[config.mk]
export PLATFORM = sky130hd
export DESIGN_NAME = traffic_phase_arbiter
export DESIGN_NICKNAME = d
export VERILOG_FILES = /design/src/rtl/traffic_phase_arbiter.sv
export SDC_FILE = /design/constraint.sdc
export NUM_CORES = 1
export LEC_CHECK = 0
export ABC_AREA = 1
export BUFFER_PORTS_ARGS = -buffer_cell sky130_fd_sc_hd__buf_4
export CORE_AREA = 2 2 63 65
export DETAILED_ROUTE_END_ITERATION = 16
export DIE_AREA = 0 0 65 67
export GPL_TIMING_DRIVEN = 0
export PLACE_DENSITY = 0.68
export SLEW_MARGIN = 15
export SYNTH_ARGS = -nofsm -noshare
export SYNTH_HDL_FRONTEND = slang
export SYNTH_SLANG_ARGS = --single-unit
[constraint.sdc]
create_clock -name clk -period 2.8 [get_ports clk]
set_clock_uncertainty 0.05 [all_clocks]
set_input_delay 0.14 -clock clk [delete_from_list [all_inputs] [get_ports clk]]
set_output_delay 0.14 -clock clk [all_outputs]
set_load 0.05 [all_outputs]
[src/rtl/traffic_phase_arbiter.sv]
`default_nettype none
// +--------------------------------------------------------------------------+
// | traffic_phase_arbiter: four-approach round-robin signal phase controller |
// | Rev 1.0                                                                  |
// +--------------------------------------------------------------------------+
module traffic_phase_arbiter #(
    parameter int MIN_GREEN = 5,
    parameter int MAX_GREEN = 15,
    parameter int YELLOW_T  = 1,
    parameter int ALLRED_T  = 1,
    parameter int CNT_W     = 5
) (
    input  logic       clk,
    input  logic       reset,
    input  logic       tick,
    input  logic [3:0] req,
    output logic [1:0] north,
    output logic [1:0] east,
    output logic [1:0] south,
    output logic [1:0] west,
    output logic [3:0] grant,
    output logic       phase_start
);

    typedef enum logic [1:0] {
        S_IDLE   = 2'd0,
        S_GREEN  = 2'd1,
        S_YELLOW = 2'd2,
        S_ALLRED = 2'd3
    } state_t;

    localparam logic [CNT_W-1:0] C_MIN_GREEN = CNT_W'(MIN_GREEN);
    localparam logic [CNT_W-1:0] C_MAX_GREEN = CNT_W'(MAX_GREEN);
    localparam logic [CNT_W-1:0] C_YELLOW_T  = CNT_W'(YELLOW_T);
    localparam logic [CNT_W-1:0] C_ALLRED_T  = CNT_W'(ALLRED_T);

    state_t           state_q, state_d;
    logic [CNT_W-1:0] cnt_q, cnt_d;
    logic [1:0]       cur_q, cur_d;
    logic [1:0]       ptr_q, ptr_d;
    logic [3:0]       pending_q, pending_d;
    logic [3:0][1:0]  lights_q, lights_d;
    logic [3:0]       grant_q, grant_d;
    logic             phase_start_q, phase_start_d;

    logic [3:0]       w_cand;
    logic             w_win_found;
    logic [1:0]       w_win_idx;
    logic [3:0]       w_win_oh;
    logic [3:0]       w_cur_oh;
    logic [CNT_W-1:0] w_cnt_inc;
    logic             w_grant_now;

    // Round-robin scan from ptr; iterating downward lets the closest hit win.
    assign w_cand = pending_q | req;

    always_comb begin
        logic [1:0] idx;
        w_win_found = 1'b0;
        w_win_idx   = ptr_q;
        idx         = ptr_q;
        for (int k = 3; k >= 0; k--) begin
            idx = ptr_q + 2'(k);
            if (w_cand[idx]) begin
                w_win_idx   = idx;
                w_win_found = 1'b1;
            end
        end
    end

    assign w_win_oh  = 4'b0001 << w_win_idx;
    assign w_cur_oh  = 4'b0001 << cur_q;
    assign w_cnt_inc = (cnt_q == {CNT_W{1'b1}}) ? cnt_q : cnt_q + 1'b1;

    always_comb begin
        state_d     = state_q;
        cnt_d       = cnt_q;
        cur_d       = cur_q;
        ptr_d       = ptr_q;
        w_grant_now = 1'b0;

        case (state_q)
            S_IDLE: begin
                if (w_win_found) begin
                    state_d     = S_GREEN;
                    cur_d       = w_win_idx;
                    ptr_d       = w_win_idx + 2'd1;
                    cnt_d       = '0;
                    w_grant_now = 1'b1;
                end
            end
            S_GREEN: begin
                if (tick) begin
                    cnt_d = w_cnt_inc;
                    if ((w_cnt_inc == C_MAX_GREEN) ||
                        ((w_cnt_inc >= C_MIN_GREEN) &&
                         (!req[cur_q] || |(pending_q & ~w_cur_oh)))) begin
                        state_d = S_YELLOW;
                        cnt_d   = '0;
                    end
                end
            end
            S_YELLOW: begin
                if (tick) begin
                    cnt_d = w_cnt_inc;
                    if (w_cnt_inc >= C_YELLOW_T) begin
                        state_d = S_ALLRED;
                        cnt_d   = '0;
                    end
                end
            end
            S_ALLRED: begin
                if (tick) begin
                    cnt_d = w_cnt_inc;
                    if (w_cnt_inc >= C_ALLRED_T) begin
                        cnt_d = '0;
                        if (w_win_found) begin
                            state_d     = S_GREEN;
                            cur_d       = w_win_idx;
                            ptr_d       = w_win_idx + 2'd1;
                            w_grant_now = 1'b1;
                        end else begin
                            state_d = S_IDLE;
                        end
                    end
                end
            end
            default: state_d = S_IDLE;
        endcase
    end

    // The served approach's own requests are ignored while it holds the road.
    always_comb begin
        logic [3:0] mask;
        mask = ((state_q == S_GREEN) || (state_q == S_YELLOW)) ? w_cur_oh : 4'b0000;
        pending_d = (pending_q | (req & ~mask)) & ~(w_grant_now ? w_win_oh : 4'b0000);
    end

    always_comb begin
        lights_d      = '0;
        grant_d       = 4'b0000;
        phase_start_d = w_grant_now;
        if (state_d == S_GREEN) begin
            lights_d[cur_d] = 2'b10;
            grant_d         = 4'b0001 << cur_d;
        end else if (state_d == S_YELLOW) begin
            lights_d[cur_d] = 2'b01;
            grant_d         = 4'b0001 << cur_d;
        end
    end

    always_ff @(posedge clk) begin
        if (reset) begin
            state_q       <= S_IDLE;
            cnt_q         <= '0;
            cur_q         <= 2'd0;
            ptr_q         <= 2'd0;
            pending_q     <= 4'b0000;
            lights_q      <= '0;
            grant_q       <= 4'b0000;
            phase_start_q <= 1'b0;
        end else begin
            state_q       <= state_d;
            cnt_q         <= cnt_d;
            cur_q         <= cur_d;
            ptr_q         <= ptr_d;
            pending_q     <= pending_d;
            lights_q      <= lights_d;
            grant_q       <= grant_d;
            phase_start_q <= phase_start_d;
        end
    end

    assign north       = lights_q[0];
    assign east        = lights_q[1];
    assign south       = lights_q[2];
    assign west        = lights_q[3];
    assign grant       = grant_q;
    assign phase_start = phase_start_q;

endmodule
`default_nettype wire

Word-level counts from Yosys, hierarchy flattened
Cells that the tools add are included.
- bits in registers: 28
- input bits: 7
- reduce and logical (&&, ||, !) cells: 13
- equality and inequality tests: 12
- mux-type cells: 54
- bitwise gates (word level): 9
- shifts and indexed selects: 3
- $add $sub $neg: 5
- $lt $le $gt $ge: 9
- operators by type and width (operator ; count):
    $mux W2 ; 18
    $mux W5 ; 6
    $lt A2 B3 Y1 const B ; 6
    $mux W4 ; 4
    $pmux W5 S3 ; 1
    $mux W1 ; 13
    $and A4 B4 Y4 ; 3
    $not A4 Y4 ; 3
    $shl A1 B2 Y4 const A ; 3
    $bmux W1 S2 ; 5
    $mux W8 ; 1
    $ne A2 B2 Y1 const B ; 4
    $or A4 B4 Y4 ; 2
    $pmux W2 S2 ; 2
    $pmux W2 S4 ; 1
    $mux W7 ; 1
    $eq A2 B2 Y1 const B ; 3
    $reduce_and A3 Y1 ; 2
    $add A5 B1 Y5 const B ; 1
    $eq A5 B4 Y1 const B ; 1
    $eq A5 B5 Y1 const B ; 1
    $ge A5 B1 Y1 const B ; 1
    $ge A5 B3 Y1 const B ; 1
    $add A2 B1 Y2 const B ; 2
    15 further kinds ; 20

Logic depth before layout (Yosys ltp)
Gate-level depths: netlist (run 1).
- depth after elaboration: 17
- depth in mapped cells: 17
- depth with buffers taken out: 17

Worst setup path after synthesis (run 1)
OpenSTA, ideal clock, no wires.
- path type: register -> register
- start: register cnt_q[0]
- end: register grant_q[3] (netlist: grant[3])
- buffers on the path: 0
- arrival: 1.795 ns
- setup time: 0.058 ns
- data required time: 2.692 ns
- clock period less this slack: 1.904 ns
- cell stages (with the launch flop): 15
- slack: 0.896 ns
- cells stage by stage: dfxtp_1 > ha_1 > nand2_1 > inv_1 > o21ai_0 > nor2_1 > nand3_2 > nand2_2 > o21ai_4 > nand3_1 > nand2_2 > nand2_1 > nor2_2 > nand2_1 > nand2_1
- cells in the longest elaborated chain, start to end: 11
- elaborated cells between the ends (all ways): 23
- those cells by class: 1 x add/sub; 2 x order compare; 4 x eq/ne; 1 x shift; 13 x mux; 2 x reduce/logical
- RTL lines (item ; RTL line ; source):
    from (decl) ; 38 ; logic [CNT_W-1:0] cnt_q, cnt_d;
    from (signal assigned) ; 164 ; cnt_q <= cnt_d;
    $add A5 B1 Y5 or $eq A5 B5 Y1 (tied branches) ; 73 ; assign w_cnt_inc = (cnt_q == {CNT_W{1'b1}}) ? cnt_q : cnt_q + 1'b1;
    $mux W5 (*) ; 73 ;
    $ge A5 B3 Y1 ; 96 ; ((w_cnt_inc >= C_MIN_GREEN) &&
    $logic_and A1 B1 Y1 ; 96 ;
    $logic_or A1 B1 Y1 ; 95 ; if ((w_cnt_inc == C_MAX_GREEN) ||
    $mux W2 ; 95 ;
    $mux W2 ; 93 ; if (tick) begin
    $pmux W2 S4 ; 82 ; case (state_q)
    $eq A2 B2 Y1 ; 146 ; end else if (state_d == S_YELLOW) begin
    $mux W4 ; 146 ;
    $mux W4 (*) ; 143 ; if (state_d == S_GREEN) begin
    to (signal assigned) ; 169 ; grant_q <= grant_d;
    to (decl) ; 43 ; logic [3:0] grant_q, grant_d;
Mark *: on every way between the ends. The rest lies on a longest branch, timed or not.
A chain may end at the register's enable or synchronous reset.

Final worst setup path (run 1)
- start: register cnt_q[1]
- end: register grant_q[3] (netlist: grant[3])
Same word-level chain as after synthesis.

==> summary.md, run 1 <==
| Metric | Value |
|---|---|
| Die Footprint | `4360 um2` |
| LEAKAGE | `1.12 nW` |
| Post-Syn Area | `1760 um2` |
| Post-synth EDFFs | `0` |
| Required @ worst endpoint | `2.98 ns` |
| Synthesized instance count | `280` |
| Pwr Total | `1.84 mW` |
| Antenna cells | `0` |
| Reg2reg end | `grant[3]$_SDFF_PP0_` |
| RSZ-0062 raised after global routing | `false` |
| Hold Path Class | `primary input to flip-flop` |
| DRC viols | `0` |
| Ys async rst share | `0%` |
| Unique cell type count in the Yosys netlist | `24` |
| Routed WL per cell | `10.2 um` |
| 1st-pass router iterations | `4` |
| CP startpoint kind | `flip-flop` |
| Most frequent CP cell | `nand2_1` |
| Fin crit share | `81.1%` |
| # IOs | `20` |
| CTS tree | `yes` |
| Reg-to-reg setup timing slack | `0.53 ns` |
| Sequential share of the synthesized area | `31.8%` |
| IR drop worst, VDD | `0.406 mV` |
| Buffer depth of the longest clock path | `2` |
| Avg Inst Size Synth | `6.29 um2` |
| Post-CTS repair timing setup buffer count | `0` |
| WP data arrival | `2.45 ns` |
| Routability cong. | `0.862` |
| Detail Route Antenna Nets | `0` |
| Post-DR vias/cell | `4.91` |
| Initial core utilization | `48.9%` |
| Slew headroom | `65.8%` |
| Routed Wire Length | `3580 um` |
| Vias in the first global route | `1505` |
| GR Util All Layers | `18.2%` |
| CP Capture Type | `flip-flop` |
| Hpwl dp | `2810 um` |
| P&R area growth vs syn | `15.6%` |
| Largest reg by FF count | `cnt_q` |
| Die Wd | `65 um` |
| Hold Violations, Final | `0` |
| CP max-delay cell | `dfxtp_1` |
| Max_cap viols | `0` |
| Hold wc startpoint | `reset` |
| Clk sinks | `28` |
| Pwr Density | `902 nW/um2` |
| Synth warnings | `0` |
| Buf/Inv on CP | `0` |
| Register bit total from synthesis | `28` |
| Largest net degree at the start of global routing | `17` |
| Crit path max-delay family | `simple AND/OR/NAND/NOR gates` |
| Hold endpoint | `cnt_q[1]$_SDFFE_PP0P_` |
| Max frequency | `0.440 GHz` |
| CP cell instances | `ha_1 > nand4_1 > o21ai_0 > nor2_1 > nand3_2 > nand2_2 > o21ai_4 > nand3_1 > nand2_2 > nand2_1 > nor2_2 > nand2_1 > nand2_1` |
| Synth Flop Type | `dfxtp_1` |
| Worst R2R Path Depth | `13` |
| Crit-path max FO | `7` |
| Core ar. | `3610 um2` |
| Final net count | `322` |
| Die Ht | `67 um` |
| First-pass GRT wire length | `6230 um` |
| Final min period | `2.27 ns` |
| H-Tree Level Count | `1` |
| Row cnt | `22` |
| DR vias | `1725` |
| Slew Limit Fails | `0` |
| Min Hold Slack | `0.195 ns` |
| Yosys top cell area share | `31.8%` |
| Outcome | `finished, final reports clean` |
| Synth top area cells | `dfxtp_1 32%, nand2_1 20%, inv_1 9.4%` |
| Worst slew pin tran | `0.513 ns` |
| Setup-failing EPs final | `0` |
| Launch point of the worst reg-to-reg path | `cnt_q[1]$_SDFFE_PP0P_` |
| Hold Buf Count CTS | `0` |
| CP peak stage delay | `0.44 ns` |
| Drt initial violations | `90` |
| Initial antenna violation count | `0` |
| Final Cell Area | `2040 um2` |
| Clk root buf | `clkbuf_8` |
| Placed Area | `1960 um2` |
| Commonest cells post-synth | `94 x nand2_1, 44 x inv_1, 31 x nand3_1` |
| Share of layout cells above drive strength 1 | `12.2%` |
| Fin Setup TNS | `0 ns` |
| Syn_nets | `298` |
| Post-CTS Resized | `0` |
| Crit Path Class | `flip-flop to flip-flop` |
| PortBufs | `19` |
| Max reg flops | `5` |
| Most common cell in the netlist | `nand2_1` |
| Clock transition at the registers of the reported paths | `0.10 ns` |
| GRT overflow | `0` |
| Leading area contributor after synthesis | `dfxtp_1` |
| Clk_lat worst skew | `0.28 ns` |
| Worst hold stages | `4` |
| CTS Buf Count | `3` |
-- cell usage in the layout, fill, tap and decap left out, drive strengths merged --
| cell | count |
|---|---|
| inv | 46 |
| ha | 11 |
| nand2 | 98 |
| buf | 20 |
| o311ai | 4 |
| nor2 | 31 |
| dfxtp | 28 |
| nand4 | 6 |
| o21bai | 1 |
| bufinv | 1 |
| nand3 | 32 |
| nor4 | 1 |
| a21oi | 10 |
| a31oi | 1 |
| clkbuf | 5 |
| o21ai | 7 |
| a211oi | 1 |
-- how the worst max path moves through the flow --
stage	from	to	slack (ns)	depth (start not counted)
floorplan	cnt_q[0]$_SDFFE_PP0P_	grant[3]$_SDFF_PP0_	0.90	14
global placement	cnt_q[0]$_SDFFE_PP0P_	grant[2]$_SDFF_PP0_	0.56	13
detailed placement	cnt_q[1]$_SDFFE_PP0P_	grant[3]$_SDFF_PP0_	0.57	13
CTS	cnt_q[1]$_SDFFE_PP0P_	grant[3]$_SDFF_PP0_	0.53	13
global route	cnt_q[0]$_SDFFE_PP0P_	grant[3]$_SDFF_PP0_	0.24	15
finish	cnt_q[1]$_SDFFE_PP0P_	grant[3]$_SDFF_PP0_	0.53	13
-- cell type report --
cell class	instances	area, um2
Buffer	3	18.8
Clock buffer	3	41.3
Clock inverter	1	30.0
Fill cell	378	1570
Inverter	46	175
Multi-Input combinational cell	203	1010
Sequential cell	28	561
Tap cell	48	60.1
Timing Repair Buffer	19	143
-- power breakdown --
part           internal [mW]  total (mW)  switching, mW
combinational          0.314       0.965          0.651
clock                  0.192       0.320          0.128
sequential             0.485       0.552         0.0662
total                  0.991        1.84          0.845
-- stage by stage --
stage,utilization [%],worst slack [ns],instances
floorplan,-,0.896,280
global placement,54.5,0.558,347
detailed placement,54.5,0.572,347
CTS,56.5,0.531,351
global route,56.5,0.244,351
finish,56.5,0.528,351
-- kinds of logic after synthesis --
| group | synth area share [%] |
|---|---|
| and+or+nand+nor | 40.5 |
| AOI/OAI and AO/OA | 8.88 |
| buffers and inverters | 11.0 |
| DFF | 31.8 |
| adders and majority gates | 7.81 |
-- layer usage --
metal	global-route usage (%)	vias to the layer above	wire (um)
li1	-	927	-
met1	21.7	772	1650
met2	33.9	22	1790
met3	3.55	4	113
met4	3.19	0	30
met5	0	-	0
-- worst reg2reg max path, cell delays in order, from the launching register on --
cell and delay [ns]:
dfxtp_1 0.44, ha_1 0.25, nand4_1 0.20, o21ai_0 0.19, nor2_1 0.10, nand3_2 0.10, nand2_2 0.10, o21ai_4 0.22
nand3_1 0.12, nand2_2 0.12, nand2_1 0.09, nor2_2 0.11, nand2_1 0.08, nand2_1 0.07
Power figures use the tool's default switching activity.
==> run 2, diff against run 1 <==
ABC_AREA = 0   (was 1)
CORE_AREA = 2 2 62 64   (was 2 2 63 65)
DIE_AREA = 0 0 64 66   (was 0 0 65 67)
clock period = 2.2 ns   (was 2.8 ns; I/O delays follow)
==> summary.md, run 2 <==
| Metric | Value |
|---|---|
| Most frequent cells in the layout | `38 x buf_4, 25 x dfxtp_1, 22 x nor2_1, 10 x a21oi_1, 9 x ha_1 (was 94 x nand2_1, 44 x inv_1, 31 x nand3_1, 28 x dfxtp_1, 27 x nor2_1)` |
| CP startpoint kind | `flip-flop (unchanged)` |
| Die Wd | `64 um (was 65 um)` |
| Non-Filler Instances | `289 (was 351)` |
| Slew headroom | `60.0% (was 65.8%)` |
| Syn_nets | `215 (was 298)` |
| FF/Latch Area | `569 um2 (was 561 um2)` |
| Hpwl dp | `3060 um (was 2810 um)` |
| Commonest cells post-synth | `28 x dfxtp_1, 23 x nor2_1, 11 x a21oi_1, 11 x ha_1, 10 x inv_1 (was 94 x nand2_1, 44 x inv_1, 31 x nand3_1)` |
| CP Capture Type | `flip-flop (unchanged)` |
| Row cnt | `22 (unchanged)` |
| Routed WL per cell | `16.2 um (was 10.2 um)` |
| Synthesized instance count | `197 (was 280)` |
| Failing checks | `setup timing` |
| CTS tree | `yes (unchanged)` |
| Most common cell in the netlist | `dfxtp_1 (was nand2_1)` |
| Pre-CTS WS | `-0.432 ns (was 0.572 ns)` |
| CP max-delay cell | `or4b_4 (was dfxtp_1)` |
| Synth warnings | `0 (unchanged)` |
| Multi-input logic area | `1330 um2 (was 1010 um2)` |
| DRC viols | `0 (unchanged)` |
| LEAKAGE | `0.957 nW (was 1.12 nW)` |
| Pwr Total | `1.79 mW (was 1.84 mW)` |
| Register bit total from synthesis | `28 (unchanged)` |
| Synth top area cells | `dfxtp_1 33%, ha_1 8.1%, nor2_1 5.1% (was dfxtp_1 32%, nand2_1 20%, inv_1 9.4%)` |
| Required @ worst endpoint | `2.44 ns (was 2.98 ns)` |
| Max_cap viols | `0 (unchanged)` |
| Ys async rst share | `0% (unchanged)` |
| Fin crit share | `114% (was 81.1%)` |
| Placed cell count | `264 (was 347)` |
| CTS Buf Count | `3 (unchanged)` |
| Clk sinks | `28 (unchanged)` |
| Final net count | `260 (was 322)` |
| Initial core utilization | `47.9% (was 48.9%)` |
| CP peak stage delay | `0.54 ns (was 0.44 ns)` |
| CP cell instances | `inv_4 > ha_4 > or4b_4 > o211ai_1 > a211o_1 > o22ai_2 > or3b_4 > nor2b_2 (was ha_1 > nand4_1 > o21ai_0 > nor2_1 > nand3_2 > nand2_2 > o21ai_4 > nand3_1 > nand2_2 > nand2_1 > nor2_2 > nand2_1 > nand2_1)` |
| Post-DR vias/cell | `5.79 (was 4.91)` |
| Crit-path max FO | `6 (was 7)` |
| Crit Path Class | `flip-flop to flip-flop (unchanged)` |
| Sequential share of the synthesized area | `33.0% (was 31.8%)` |
| Largest reg by FF count | `cnt_q (unchanged)` |
| Hold Violations, Final | `0 (unchanged)` |
| Hold Path Class | `primary input to flip-flop (unchanged)` |
| Die Ht | `66 um (was 67 um)` |
| Worst slew pin tran | `0.600 ns (was 0.513 ns)` |
| Util after Layout | `67.2% (was 56.5%)` |
| Synth Flop Type | `dfxtp_1 (unchanged)` |
| Filler cell count | `284 (was 378)` |
| Post-Syn Area | `1700 um2 (was 1760 um2)` |
| First-pass GRT wire length | `7110 um (was 6230 um)` |
| P&R area growth vs syn | `40.4% (was 15.6%)` |
| GRT overflow | `0 (unchanged)` |
| Max reg flops | `5 (unchanged)` |
| Final min period | `2.50 ns (was 2.27 ns)` |
| Unique cell type count in the Yosys netlist | `59 (was 24)` |
| WP data arrival | `2.75 ns (was 2.45 ns)` |
| Outcome | `finished, violations left (was finished, final reports clean)` |
| PortBufs | `19 (unchanged)` |
| Clk_lat worst skew | `0.34 ns (was 0.28 ns)` |
| IR drop worst, VDD | `0.376 mV (was 0.406 mV)` |
| Buffer depth of the longest clock path | `2 (unchanged)` |
| Pwr Density | `752 nW/um2 (was 902 nW/um2)` |
| Slew Limit Fails | `0 (unchanged)` |
| Drt initial violations | `93 (was 90)` |
| Max frequency | `0.399 GHz (was 0.440 GHz)` |
| Detail Route Antenna Nets | `0 (unchanged)` |
| 1st-pass router iterations | `5 (was 4)` |
| Leading area contributor after synthesis | `dfxtp_1 (unchanged)` |
| Antenna cells | `0 (unchanged)` |
| Initial antenna violation count | `0 (unchanged)` |
| Clock transition at the registers of the reported paths | `0.16 ns (was 0.10 ns)` |
| Routed Wire Length | `4680 um (was 3580 um)` |
| Yosys top cell area share | `33.0% (was 31.8%)` |
| H-Tree Level Count | `1 (unchanged)` |
| DR vias | `1674 (was 1725)` |
| Vias in the first global route | `1604 (was 1505)` |
| Die Footprint | `4220 um2 (was 4360 um2)` |
| Routability cong. | `0.883 (was 0.862)` |
| Core ar. | `3550 um2 (was 3610 um2)` |
| Largest net degree at the start of global routing | `17 (unchanged)` |
| Post-synth EDFFs | `0 (unchanged)` |
| Share of layout cells above drive strength 1 | `41.5% (was 12.2%)` |
| Avg Inst Size Synth | `8.63 um2 (was 6.29 um2)` |
| # IOs | `20 (unchanged)` |
| Fin worst setup slack | `-0.305 ns (was 0.528 ns)` |
| Commonest non-fill, non-tap cell in the layout | `buf_4 (was nand2_1)` |
| Clk root buf | `clkbuf_4 (was clkbuf_8)` |
| RSZ-0062 raised after global routing | `true (was false)` |
| GR Util All Layers | `21.2% (was 18.2%)` |
| Setup-failing EPs final | `19 (was 0)` |
| Fin Setup TNS | `-3.34 ns (was 0 ns)` |
[run 2: cell count changes after synthesis, sizes merged, moves of 6 or more]
cell,before,now
and2,0,6
inv,46,10
nand2,98,7
nand3,32,8
nor2,31,23
nor2b,0,6
nor3,0,6
[run 2: worst max-delay path, delay by kind of cell, from the launching register on]
kind	cells	cell delay (ns)
adder cells (fa/ha/maj)	1	0.16
flip-flops	1	0.43
AND/OR/NAND/NOR	3	1.07
buffers and inverters	1	0.05
AO/OA/AOI/OAI	3	0.68
[run 2: repair_timing]
item / 4_1_cts / 5_1_grt
cloned: 0 / 0
pin swaps: 20 / 13
endpoints found under the setup margin: 26 / 27
hold endpoints to repair: 2 / 0
hold buffers: 1 / 0
resized for setup: 26 / 27
buffers inserted: 13 / 8
[run 2: kinds of logic (layout without fill, tap and decap cells)]
logic type	count (synthesis)	count (layout)	synth area share [%]
XOR/XNOR	2	2	1.03
AO/OA/AOI/OAI	56	56	24.2
adder cells (fa/ha/maj)	11	11	8.10
AND/OR/NAND/NOR	81	81	27.1
multiplexers	4	4	3.17
flip-flops	28	28	33.0
buffers and inverters	15	59	3.46
[run 2: layout make-up]
class | instances | share of cell area (%)
clock inverter | 1 | 1.26
sequential | 28 | 23.9
clock buffer | 3 | 0.944
multi-input combinational | 154 | 55.5
buffer | 4 | 0.787
inverter | 10 | 1.78
timing repair buffer | 41 | 13.3
tap | 48 | 2.52
[run 2: power by group]
| group | internal, mW | switching, mW | total (mW) | leakage, nW |
|---|---|---|---|---|
| clock | 0.185 | 0.163 | 0.347 | 0.0279 |
| sequential | 0.574 | 0.0666 | 0.640 | 0.231 |
| combinational | 0.340 | 0.467 | 0.806 | 0.698 |
| total | 1.10 | 0.696 | 1.79 | 0.957 |
[run 2: per-stage QoR]
step	hold WS, ns	cell area [um2]
5_1_grt	0.0633	2390
4_1_cts	0.0538	2190
6_report	0.0651	2390
2_1_floorplan	0.245	1730
3_5_place_dp	0.353	1930
3_3_place_gp	0.351	1930
[run 2: final timing paths]
kind                                   to  depth (start not counted)  slack [ns]                  start
setup reg to reg      south[0]$_SDFF_PP0_                          8       -0.30  cnt_q[0]$_SDFFE_PP0P_
setup / recovery      south[0]$_SDFF_PP0_                          8       -0.30  cnt_q[0]$_SDFFE_PP0P_
hold reg to reg     ptr_q[0]$_SDFFE_PP0P_                          2        0.53  ptr_q[0]$_SDFFE_PP0P_
hold / removal    pending_q[1]$_SDFF_PP0_                          3        0.07                 req[1]
[run 2: per-layer routing]
| metal | global-route usage, % | part of all wire (%) | vias up |
|---|---|---|---|
| met1 | 23.8 | 41 | 818 |
| met5 | 0 | 0 | - |
| met2 | 39.3 | 54 | 28 |
| met4 | 9.24 | 2.3 | 0 |
| met3 | 3.24 | 2.4 | 11 |
| li1 | - | - | 817 |
==> run 3, diff against run 2 <==
ABC_AREA = 1   (was 0)
CORE_AREA = 2 2 63 65   (was 2 2 62 64)
DIE_AREA = 0 0 65 67   (was 0 0 64 66)
==> summary.md, run 3 (synthesized netlist as in run 1, its figures left out) <==
| Metric | Value |
|---|---|
| Outcome | `finished, final reports clean (was finished, violations left)` |
| Filler cell count | `363 (was 284)` |
| LEAKAGE | `1.16 nW (was 0.957 nW)` |
| Clk root buf | `clkbuf_8 (was clkbuf_4)` |
| CTS tree | `yes (unchanged)` |
| GRT overflow | `0 (unchanged)` |
| Detail Route Antenna Nets | `0 (unchanged)` |
| DRC viols | `0 (unchanged)` |
| Share of layout cells above drive strength 1 | `19.5% (was 41.5%)` |
| Drt initial violations | `90 (was 93)` |
| Routed WL per cell | `10.7 um (was 16.2 um)` |
| P&R area growth vs syn | `22.4% (was 40.4%)` |
| Hold Violations, Final | `0 (unchanged)` |
| Util after Layout | `59.8% (was 67.2%)` |
| Routability cong. | `0.862 (was 0.883)` |
| Pwr Total | `2.46 mW (was 1.79 mW)` |
| Required @ worst endpoint | `2.38 ns (was 2.44 ns)` |
| Most frequent cells in the layout | `85 x nand2_1, 44 x inv_1, 29 x nand3_1, 26 x dfxtp_1, 25 x nor2_1 (was 38 x buf_4, 25 x dfxtp_1, 22 x nor2_1, 10 x a21oi_1, 9 x ha_1)` |
| Row cnt | `22 (unchanged)` |
| Slew Limit Fails | `0 (unchanged)` |
| Non-Filler Instances | `356 (was 289)` |
| Routed Wire Length | `3810 um (was 4680 um)` |
| Post-DR vias/cell | `4.94 (was 5.79)` |
| GR Util All Layers | `18.2% (was 21.2%)` |
| Fin crit share | `93.1% (was 114%)` |
| Hold Buf Count CTS | `0 (was 1)` |
| Commonest non-fill, non-tap cell in the layout | `nand2_1 (was buf_4)` |
| Buffer depth of the longest clock path | `2 (unchanged)` |
| Worst slew pin tran | `0.518 ns (was 0.600 ns)` |
| Die Wd | `65 um (was 64 um)` |
| Final min period | `2.05 ns (was 2.50 ns)` |
| IR drop worst, VDD | `0.553 mV (was 0.376 mV)` |
| PortBufs | `19 (unchanged)` |
| Initial antenna violation count | `0 (unchanged)` |
| Pwr Density | `1140 nW/um2 (was 752 nW/um2)` |
| DR vias | `1759 (was 1674)` |
| 1st-pass router iterations | `4 (was 5)` |
| Crit-path max FO | `5 (was 6)` |
| Clk sinks | `28 (unchanged)` |
| Core ar. | `3610 um2 (was 3550 um2)` |
| Clock transition at the registers of the reported paths | `0.10 ns (was 0.16 ns)` |
| Hpwl dp | `2810 um (was 3060 um)` |
| RSZ-0062 raised after global routing | `true (unchanged)` |
| Max reg flops | `5 (unchanged)` |
| Placed cell count | `347 (was 264)` |
| WP data arrival | `2.23 ns (was 2.75 ns)` |
| First-pass GRT wire length | `6230 um (was 7110 um)` |
| Max_cap viols | `0 (unchanged)` |
| CP startpoint kind | `flip-flop (unchanged)` |
| Setup-failing EPs final | `0 (was 19)` |
| Final net count | `327 (was 260)` |
| Die Footprint | `4360 um2 (was 4220 um2)` |
| Crit Path Class | `flip-flop to flip-flop (unchanged)` |
| Clk_lat worst skew | `0.28 ns (was 0.34 ns)` |
| Final Cell Area | `2160 um2 (was 2390 um2)` |
| Initial core utilization | `48.9% (was 47.9%)` |
| Vias in the first global route | `1505 (was 1604)` |
| H-Tree Level Count | `1 (unchanged)` |
| Slew headroom | `65.5% (was 60.0%)` |
| # IOs | `20 (unchanged)` |
| CTS Buf Count | `3 (unchanged)` |
| CP Capture Type | `flip-flop (unchanged)` |
| Hold Path Class | `primary input to flip-flop (unchanged)` |
| Largest reg by FF count | `cnt_q (unchanged)` |
| Max frequency | `0.488 GHz (was 0.399 GHz)` |
| Placed Area | `1960 um2 (was 1930 um2)` |
| Antenna cells | `0 (unchanged)` |
| Largest net degree at the start of global routing | `17 (unchanged)` |
| Die Ht | `67 um (was 66 um)` |
| Fin Setup TNS | `0 ns (was -3.34 ns)` |
## run 3: cell count changes in the layout (fill, tap and decap cells not counted), moves of 4 or more
cell	previous run	this run
nor3_1	5	0
nand4_1	2	6
inv_1	8	44
a211oi_2	4	0
and2_1	4	0
nand2_2	0	12
nand3_1	8	29
nor2b_1	5	0
clkbuf_4	4	0
buf_4	38	24
o311ai_0	0	4
o21ai_2	5	1
nand2_1	7	85
## run 3: per-layer routing
layer  share of wire, %  global-route usage (%)  wire length (um)  up-vias
met3                3.1                    3.55               117        6
met5                  0                       0                 0        -
met1                 45                    21.7              1730      784
li1                   -                       -                 -      937
met2                 50                    33.9              1920       32
met4                1.2                    3.19                46        0
## run 3: cell type report
type | instances | area [um2] | area share [%]
tap | 48 | 60.1 | 2.79
clock buffer | 3 | 41.3 | 1.92
clock inverter | 1 | 30.0 | 1.39
timing repair buffer | 24 | 180 | 8.36
sequential | 28 | 568 | 26.3
inverter | 46 | 175 | 8.13
multi-input combinational | 203 | 1080 | 50.1
buffer | 3 | 20.0 | 0.929
## run 3: final timing paths
kind                                             from                    end  slack (ns)  depth (start not counted)
worst max register to register  cnt_q[1]$_SDFFE_PP0P_    grant[2]$_SDFF_PP0_        0.15                         13
worst min-delay path                            reset  cnt_q[1]$_SDFFE_PP0P_        0.18                          4
worst min register to register  cnt_q[3]$_SDFFE_PP0P_  cnt_q[3]$_SDFFE_PP0P_        0.49                          2
worst max-delay path            cnt_q[1]$_SDFFE_PP0P_    grant[2]$_SDFF_PP0_        0.15                         13
## run 3: timing repair
action                                  CTS  global route
pin swaps                                 0            15
gates resized for setup                   3            24
endpoints found under the setup margin    9            19
buffers inserted                          0             5
gates cloned                              0             0
## run 3: report_power, final
part | total, mW | internal, mW | switching [mW]
Clock | 0.409 | 0.244 | 0.165
Sequential | 0.712 | 0.621 | 0.0908
Combinational | 1.34 | 0.460 | 0.878
## run 3: metrics by stage
step	hold slack [ns]	setup WS, ns
6_report	0.179	0.151
5_1_grt	0.192	-0.0199
4_1_cts	0.159	0.0264
3_5_place_dp	0.466	-0.0278
3_3_place_gp	0.458	-0.0416
2_1_floorplan	0.280	0.296
## run 3: critical path, stage by stage, from the launching register on
cell and delay, ns:
dfxtp_4 0.40, ha_4 0.15, nand4_1 0.17, o21ai_1 0.18, nor2_1 0.09, nand3_2 0.11
nand2_4 0.09, o21ai_4 0.20, nand3_1 0.13, nand2_2 0.10, nand2_2 0.06, nor2_2 0.13
nand2_1 0.08, nand2_1 0.06
